File: config.mk
export PLATFORM = sky130hd
export DESIGN_NAME = mem_io_ctrl_flat
export DESIGN_NICKNAME = d
export VERILOG_FILES = /design/src/rtl/mem_io_ctrl_if.sv /design/src/rtl/mem_io_ctrl.sv /design/src/flat_wrapper.sv
export SDC_FILE = /design/constraint.sdc
export NUM_CORES = 1
export LEC_CHECK = 0
export BUFFER_PORTS_ARGS = -buffer_cell sky130_fd_sc_hd__clkbuf_2
export CAP_MARGIN = 20
export CORE_MARGIN = 2
export CORE_UTILIZATION = 45
export CTS_BUF_LIST = sky130_fd_sc_hd__clkbuf_16
export DETAILED_ROUTE_END_ITERATION = 8
export GPL_TIMING_DRIVEN = 0
export PLACE_DENSITY = 0.85
export SLEW_MARGIN = 20
export SYNTH_ARGS = -nofsm -noshare
export SYNTH_HDL_FRONTEND = slang
export SYNTH_SLANG_ARGS = --single-unit
export TNS_END_PERCENT = 30
File: constraint.sdc
create_clock -name clk -period 1.3 [get_ports clk]
set_input_delay 0 -clock clk [delete_from_list [all_inputs] [get_ports clk]]
set_output_delay 0 -clock clk [all_outputs]
set_load 0.01 [all_outputs]
File: src/rtl/mem_io_ctrl_if.sv
// CPU-side memory bus between the processor and mem_io_ctrl.
// The CPU drives the command/address/data; the controller answers with data and a ready pulse.
interface mem_io_ctrl_if #(
   parameter int DW = 16,
   parameter int AW = 9
) ();
   logic [1:0]    mem_cmd;
   logic [AW-1:0] mem_addr;
   logic [DW-1:0] mem_wdata;
   logic [DW-1:0] mem_rdata;
   logic          mem_ready;

   modport master (
      output mem_cmd, mem_addr, mem_wdata,
      input  mem_rdata, mem_ready
   );

   modport slave (
      input  mem_cmd, mem_addr, mem_wdata,
      output mem_rdata, mem_ready
   );
endinterface

File: src/rtl/mem_io_ctrl.sv
// CPU memory controller: decodes each command into a RAM, LED, switch or unmapped access
// and sequences it with an IDLE/ACCESS/RESP machine that waits out the RAM read latency.
module mem_io_ctrl #(
   parameter int            DW       = 16,
   parameter int            AW       = 9,
   parameter int            RAM_AW   = 8,
   parameter int            RD_LAT   = 1,
   parameter int            LED_W    = 10,
   parameter int            SW_W     = 10,
   parameter logic [AW-1:0] LED_ADDR = 9'h100,
   parameter logic [AW-1:0] SW_ADDR  = 9'h140
) (
   input  logic              clk,
   input  logic              reset,
   mem_io_ctrl_if.slave      bus,
   output logic [RAM_AW-1:0] ram_addr,
   output logic [DW-1:0]     ram_wdata,
   output logic              ram_we,
   input  logic [DW-1:0]     ram_rdata,
   input  logic [SW_W-1:0]   sw,
   output logic [LED_W-1:0]  ledr,
   output logic              bus_err
);

   typedef enum logic [1:0] {IDLE, ACCESS, RESP} state_t;

   localparam logic [2:0] LAT_LOAD = 3'(RD_LAT - 1);

   state_t          state, state_next;
   logic [2:0]      lat_cnt, lat_cnt_next;
   logic            lat_write;
   logic [AW-1:0]   lat_addr;
   logic [DW-1:0]   lat_wdata;
   logic [DW-1:0]   hold;
   logic [DW-1:0]   rd_mux;
   logic [SW_W-1:0] sw_meta, sw_sync;
   logic            start, access_done;
   logic            is_ram, is_led, is_sw, unmapped;

   assign start    = (bus.mem_cmd == 2'b01) || (bus.mem_cmd == 2'b10);
   assign is_ram   = ~lat_addr[AW-1];
   assign is_led   = ~is_ram && (lat_addr == LED_ADDR);
   assign is_sw    = ~is_ram && (lat_addr == SW_ADDR);
   assign unmapped = ~is_ram && ~is_led && ~is_sw;

   assign ram_addr  = lat_addr[RAM_AW-1:0];
   assign ram_wdata = lat_wdata;

   always_ff @(posedge clk or negedge reset) begin
      if (!reset) begin
         state   <= IDLE;
         lat_cnt <= '0;
      end else begin
         state   <= state_next;
         lat_cnt <= lat_cnt_next;
      end
   end

   // Only a RAM read waits on the counter; every other access leaves ACCESS after one cycle.
   always_comb begin
      state_next    = state;
      lat_cnt_next  = lat_cnt;
      access_done   = 1'b0;
      bus.mem_ready = 1'b0;
      ram_we        = 1'b0;
      case (state)
         IDLE: begin
            if (start) begin
               state_next   = ACCESS;
               lat_cnt_next = LAT_LOAD;
            end
         end
         ACCESS: begin
            ram_we = lat_write && is_ram;
            if (lat_write || !is_ram || lat_cnt == 3'd0) begin
               access_done = 1'b1;
               state_next  = RESP;
            end else begin
               lat_cnt_next = lat_cnt - 3'd1;
            end
         end
         RESP: begin
            bus.mem_ready = 1'b1;
            state_next    = IDLE;
         end
         default: state_next = IDLE;
      endcase
   end

   always_comb begin
      rd_mux = '0;
      if (is_ram) begin
         rd_mux = ram_rdata;
      end else if (is_sw) begin
         rd_mux[SW_W-1:0] = sw_sync;
      end else if (is_led) begin
         rd_mux[LED_W-1:0] = ledr;
      end
   end

   // Writes leave the holding register untouched, so the last read value stays visible.
   assign bus.mem_rdata = (state == RESP && !lat_write) ? rd_mux : hold;

   always_ff @(posedge clk or negedge reset) begin
      if (!reset) begin
         lat_write <= 1'b0;
         lat_addr  <= '0;
         lat_wdata <= '0;
      end else if (state == IDLE && start) begin
         lat_write <= (bus.mem_cmd == 2'b10);
         lat_addr  <= bus.mem_addr;
         lat_wdata <= bus.mem_wdata;
      end
   end

   always_ff @(posedge clk or negedge reset) begin
      if (!reset) begin
         ledr    <= '0;
         bus_err <= 1'b0;
         hold    <= '0;
         sw_meta <= '0;
         sw_sync <= '0;
      end else begin
         sw_meta <= sw;
         sw_sync <= sw_meta;
         if (access_done && lat_write && is_led) begin
            ledr <= lat_wdata[LED_W-1:0];
         end
         if (access_done && unmapped) begin
            bus_err <= 1'b1;
         end
         if (state == RESP) begin
            hold <= bus.mem_rdata;
         end
      end
   end

endmodule

File: src/flat_wrapper.sv
// flat-port wrapper written by rule: the top's interface ports become plain ports
module mem_io_ctrl_flat 
#(
   parameter int            DW       = 16,
   parameter int            AW       = 9,
   parameter int            RAM_AW   = 8,
   parameter int            RD_LAT   = 1,
   parameter int            LED_W    = 10,
   parameter int            SW_W     = 10,
   parameter logic [AW-1:0] LED_ADDR = 9'h100,
   parameter logic [AW-1:0] SW_ADDR  = 9'h140
)
  (clk, reset, ram_addr, ram_wdata, ram_we, ram_rdata, sw, ledr, bus_err, bus_mem_cmd, bus_mem_addr, bus_mem_wdata, bus_mem_rdata, bus_mem_ready);
  mem_io_ctrl_if #(.DW(DW), .AW(AW)) bus_i ();
  input  logic clk;
  input  logic reset;
  output logic [RAM_AW-1:0] ram_addr;
  output logic [DW-1:0] ram_wdata;
  output logic ram_we;
  input  logic [DW-1:0] ram_rdata;
  input  logic [SW_W-1:0] sw;
  output logic [LED_W-1:0] ledr;
  output logic bus_err;
  input wire logic [$bits(bus_i.mem_cmd)-1:0] bus_mem_cmd;
  input wire logic [$bits(bus_i.mem_addr)-1:0] bus_mem_addr;
  input wire logic [$bits(bus_i.mem_wdata)-1:0] bus_mem_wdata;
  output wire logic [$bits(bus_i.mem_rdata)-1:0] bus_mem_rdata;
  output wire logic [$bits(bus_i.mem_ready)-1:0] bus_mem_ready;
  assign bus_i.mem_cmd = bus_mem_cmd;
  assign bus_i.mem_addr = bus_mem_addr;
  assign bus_i.mem_wdata = bus_mem_wdata;
  assign bus_mem_rdata = bus_i.mem_rdata;
  assign bus_mem_ready = bus_i.mem_ready;
  mem_io_ctrl #(.DW(DW), .AW(AW), .RAM_AW(RAM_AW), .RD_LAT(RD_LAT), .LED_W(LED_W), .SW_W(SW_W), .LED_ADDR(LED_ADDR), .SW_ADDR(SW_ADDR)) u_core (.clk(clk), .reset(reset), .bus(bus_i), .ram_addr(ram_addr), .ram_wdata(ram_wdata), .ram_we(ram_we), .ram_rdata(ram_rdata), .sw(sw), .ledr(ledr), .bus_err(bus_err));
endmodule
==> flow_metrics.env <==
export IMPL_route_detailed_drc=0
export IMPL_crit_path_cell_trace="nor4_4 > buf_6 > o2111ai_2 > a31oi_1 > buf_2"
export IMPL_violations="setup timing"
export IMPL_critical_path_arrival_ns=1.91
export IMPL_cp_num_buf_inv=2
export IMPL_clkSinkCount=78
export IMPL_die_w_um=89.9
export IMPL_fraction_of_final_layout_cells_with_drive_strength_greater_than_1=0.381
export IMPL_grt_start_max_net_pins=54
export IMPL_synth_seq_cells=78
export IMPL_post_synth_main_area_contributors="sky130_fd_sc_hd__dfrtp_1, sky130_fd_sc_hd__nand2_1, sky130_fd_sc_hd__a31oi_1"
export IMPL_place_worst_setup_slack_ns=-0.424
export IMPL_power_clock_fraction=0.235
export IMPL_achievable_frequency_ghz=0.525
export IMPL_starting_density_of_the_core=0.462
export IMPL_power_report_internal_total_mw=6.96
export IMPL_area_of_the_die_sq_um=8070
export IMPL_sequential_element_share_of_the_synthesized_area=0.588
export IMPL_layout_area_overhead_vs_synth_pct=55.0
export IMPL_numPortBuffers=107
export IMPL_detailedRoute_firstIterationViolations=142
export IMPL_synth_async_sr_flop_share=1.00
export IMPL_place_inst=524
export IMPL_slew_of_the_pin_with_the_lowest_slew_margin_ns=0.414
export IMPL_vdd_drop_max_mv=1.44
export IMPL_syn_num_nets=375
export IMPL_crit_family="flip-flops"
export IMPL_final_nets=554
export IMPL_p_leak_nw=2.63
export IMPL_clk_path_buf_depth=2
export IMPL_power_sequential_fraction=0.342
export IMPL_antenna_violations_before_repair=0
export IMPL_netlist_cell_type_count=31
export IMPL_cts_tree="built"
export IMPL_route_top_layer_used="met4"
export IMPL_global_route_overflow_total=0
export IMPL_finalSetupViolations=51
export IMPL_hold_path_depth=4
export IMPL_max_cap_violations=0
export IMPL_run_status="finished, violations left"
export IMPL_timing_final_max_slew_violations=0
export IMPL_final_fill_count=500
export IMPL_critPathRequiredTime_ns=1.30
export IMPL_number_of_hold_violations_in_the_final_report=0
export IMPL_hold_start="bus_mem_cmd[1]"
export IMPL_min_period_ns=1.91
export IMPL_dp_hpwl_mm=5.67
export IMPL_reg2reg_from="u_core.lat_addr[3]$_DFFE_PN0P_"
export IMPL_placed_area_sq_um=4020
export IMPL_p_total_mw=11.1
export IMPL_rsz_0062_raised_after_global_routing="true"
export IMPL_groute_usage_overall=0.237
export IMPL_met2RoutedLength_mm=4.68
export IMPL_synth_top_cell_area_share=0.588
export IMPL_place_gp_congestion=0.789
export IMPL_period_share=1.47
export IMPL_routed_met1_length_mm=3.87
export IMPL_hold_critical_path_endpoint="u_core.lat_write$_DFFE_PN0P_"
export IMPL_drtAntennaViolNets=0
export IMPL_setup_worst_path_class="flip-flop to output pin"
export IMPL_clk_root_buffer_cell="sky130_fd_sc_hd__clkbuf_16"
export IMPL_finalSetupTns_ns=-15.45
export IMPL_worst_r2r_cell_count=5
export IMPL_max_slew_margin=0.723
export IMPL_cell_with_the_largest_stage_delay_on_the_worst_path="sky130_fd_sc_hd__dfrtp_2"
export IMPL_antenna_cells=0
export IMPL_synth_edff_count=0
export IMPL_reg2reg_slack_ns=-0.53
export IMPL_avgRoutedWirePerCell_um=15.0
export IMPL_core_rowCount=31
export IMPL_hp_class="primary input to flip-flop"
export IMPL_synthesis_instances=317
export IMPL_dr_total_vias=2930
export IMPL_placeableCoreArea_sq_um=7180
export IMPL_final_util=0.716
export IMPL_route_detailed_vias_per_inst=4.88
export IMPL_drt_pre_antenna_iters=4
export IMPL_final_cells=600
export IMPL_setup_ws_ns=-0.606
export IMPL_holdWs_ns=0.0102
export IMPL_netlist_top_cell_by_area="sky130_fd_sc_hd__dfrtp_1"
export IMPL_netlist_area_sq_um=3320
export IMPL_ios=108
export IMPL_startpoint_type="flip-flop"
export IMPL_crit_path_max_fanout=5
export IMPL_cpPeakStageDelay_ns=0.44
export IMPL_worst_clock_skew_ns=0.00789
export IMPL_grt_first_pass_wirelength_mm=15.3
export IMPL_postRouteWirelength_mm=9.01
export IMPL_worst_skew_pair_late_latency_ns=0.32
export IMPL_p_comb_frac=0.422
export IMPL_cts_inserted_buffers=9
export IMPL_cts_clk_slew_worst_paths_ns=0.06
export IMPL_endpoint_of_the_lowest_slack_register_to_register_path="u_core.ledr[3]$_DFFE_PN0P_"
export IMPL_ys_flop_type="sky130_fd_sc_hd__dfrtp_1"
export IMPL_sw_frac_of_total=0.373
export IMPL_power_density_cell_area_nw_per_um2=2160
export IMPL_mean_post_synth_cell_area_sq_um=10.5
export IMPL_met3_wirelength_um=346
export IMPL_power_net_switching_mw=4.13
export IMPL_cts_htree_levels=3
export IMPL_grt_pass1_vias=3139
export IMPL_chipHeight_um=89.9
export IMPL_critical_path_endpoint_type="output pin"
export IMPL_final_area_sq_um=5140
export IMPL_yosys_warning_total=0
Yosys cell counts, types with 2 or more instances:
master,instances
sky130_fd_sc_hd__o2111ai_1,10
sky130_fd_sc_hd__ha_1,3
sky130_fd_sc_hd__nor3_2,2
sky130_fd_sc_hd__mux2_2,9
sky130_fd_sc_hd__a31oi_1,20
sky130_fd_sc_hd__dfrtp_1,78
sky130_fd_sc_hd__buf_4,9
sky130_fd_sc_hd__nor2b_1,11
sky130_fd_sc_hd__and3_1,10
sky130_fd_sc_hd__nand2b_1,11
sky130_fd_sc_hd__mux2i_1,2
sky130_fd_sc_hd__nand3b_1,6
sky130_fd_sc_hd__nand2_1,101
sky130_fd_sc_hd__buf_2,8
sky130_fd_sc_hd__nor2_1,12
sky130_fd_sc_hd__inv_1,3
sky130_fd_sc_hd__clkbuf_1,8
kinds of logic after synthesis:
kind of cell	count (synthesis)	synth area share
flip-flops	78	0.588
adder cells (fa/ha/maj)	3	0.0113
buffers and inverters	28	0.0449
AND/OR/NAND/NOR	162	0.240
multiplexers	12	0.0411
AO/OA/AOI/OAI	34	0.0739
per-layer routing:
metal / vias up / global-route usage
met1: 1408 / 0.307
li1: 1423 / -
met5: - / 0
met3: 8 / 0.0369
met2: 91 / 0.404
met4: 0 / 0.0897
power by group through the flow:
stage | logic (mW) | clock network [mW] | registers, mW
after floorplan | 2.34 | 0 | 3.78
after global placement | 3.69 | 0 | 3.75
after detailed placement | 3.85 | 0 | 3.79
after CTS | 4.52 | 2.65 | 3.79
after global routing | 5.15 | 2.76 | 3.90
final | 4.69 | 2.61 | 3.80
layout make-up:
| type | instances | area (sq um) | share of cell area |
|---|---|---|---|
| flip-flops and latches | 78 | 1960 | 0.380 |
| clock buffers | 9 | 225 | 0.0438 |
| well taps | 99 | 124 | 0.0241 |
| clock inverters | 7 | 88.8 | 0.0173 |
| multi-input cells | 211 | 1370 | 0.267 |
| inverters | 3 | 11.3 | 0.00219 |
| plain buffers | 24 | 191 | 0.0372 |
| repair buffers | 169 | 1170 | 0.228 |
worst min-delay path: stages:
cell,delay (ns)
sky130_fd_sc_hd__clkbuf_2,0.08
sky130_fd_sc_hd__ha_1,0.12
sky130_fd_sc_hd__nand2_1,0.05
sky130_fd_sc_hd__nand2_1,0.05
worst max-delay path by stage:
stage | start | cells past startpoint | to | slack [ns]
6_report | u_core.lat_addr[3]$_DFFE_PN0P_ | 5 | bus_mem_rdata[2] | -0.61
5_1_grt | u_core.lat_addr[3]$_DFFE_PN0P_ | 5 | bus_mem_rdata[8] | -0.69
4_1_cts | u_core.lat_addr[7]$_DFFE_PN0P_ | 5 | bus_mem_rdata[8] | -0.54
3_5_place_dp | u_core.lat_addr[3]$_DFFE_PN0P_ | 5 | bus_mem_rdata[7] | -0.42
3_3_place_gp | reset | 1 | u_core.lat_addr[1]$_DFFE_PN0P_ | -0.44
2_1_floorplan | u_core.lat_addr[3]$_DFFE_PN0P_ | 3 | u_core.ledr[3]$_DFFE_PN0P_ | -0.12
flip-flops by register name (all words and copies together) (netlist names):
signal and cells:
u_core.lat_write 1, u_core.lat_addr 9, u_core.bus_err 1, u_core.ledr 10, u_core.ram_wdata 16, u_core.sw_meta 10
u_core.hold 16, u_core.lat_cnt 3, u_core.state 2, u_core.sw_sync 10
cell usage in the layout, fill, tap and decap left out, types with 3 or more instances in the layout:
| cell | instances |
|---|---|
| sky130_fd_sc_hd__nand2_1 | 101 |
| sky130_fd_sc_hd__clkbuf_2 | 101 |
| sky130_fd_sc_hd__dfrtp_1 | 75 |
| sky130_fd_sc_hd__dlygate4sd3_1 | 52 |
| sky130_fd_sc_hd__a31oi_1 | 18 |
| sky130_fd_sc_hd__buf_4 | 15 |
| sky130_fd_sc_hd__buf_2 | 12 |
| sky130_fd_sc_hd__nand2b_1 | 11 |
| sky130_fd_sc_hd__nor2_1 | 11 |
| sky130_fd_sc_hd__nor2b_1 | 10 |
| sky130_fd_sc_hd__and3_1 | 10 |
| sky130_fd_sc_hd__mux2_2 | 9 |
| sky130_fd_sc_hd__clkbuf_16 | 9 |
| sky130_fd_sc_hd__buf_6 | 8 |
| sky130_fd_sc_hd__nand3b_1 | 6 |
| sky130_fd_sc_hd__o2111ai_2 | 6 |
| sky130_fd_sc_hd__inv_1 | 4 |
| sky130_fd_sc_hd__o2111ai_4 | 4 |
| sky130_fd_sc_hd__ha_1 | 3 |
| sky130_fd_sc_hd__dfrtp_2 | 3 |
what timing repair did:
item | in CTS | in global routing
endpoints found under the setup margin | 74 | 67
cloned | 1 | 0
hold buffers | 52 | 0
pin swaps | 12 | 15
gates resized for setup | 40 | 20
buffers inserted | 8 | 0
hold endpoints to repair | 76 | 0
(Power assumes the default switching activity.)
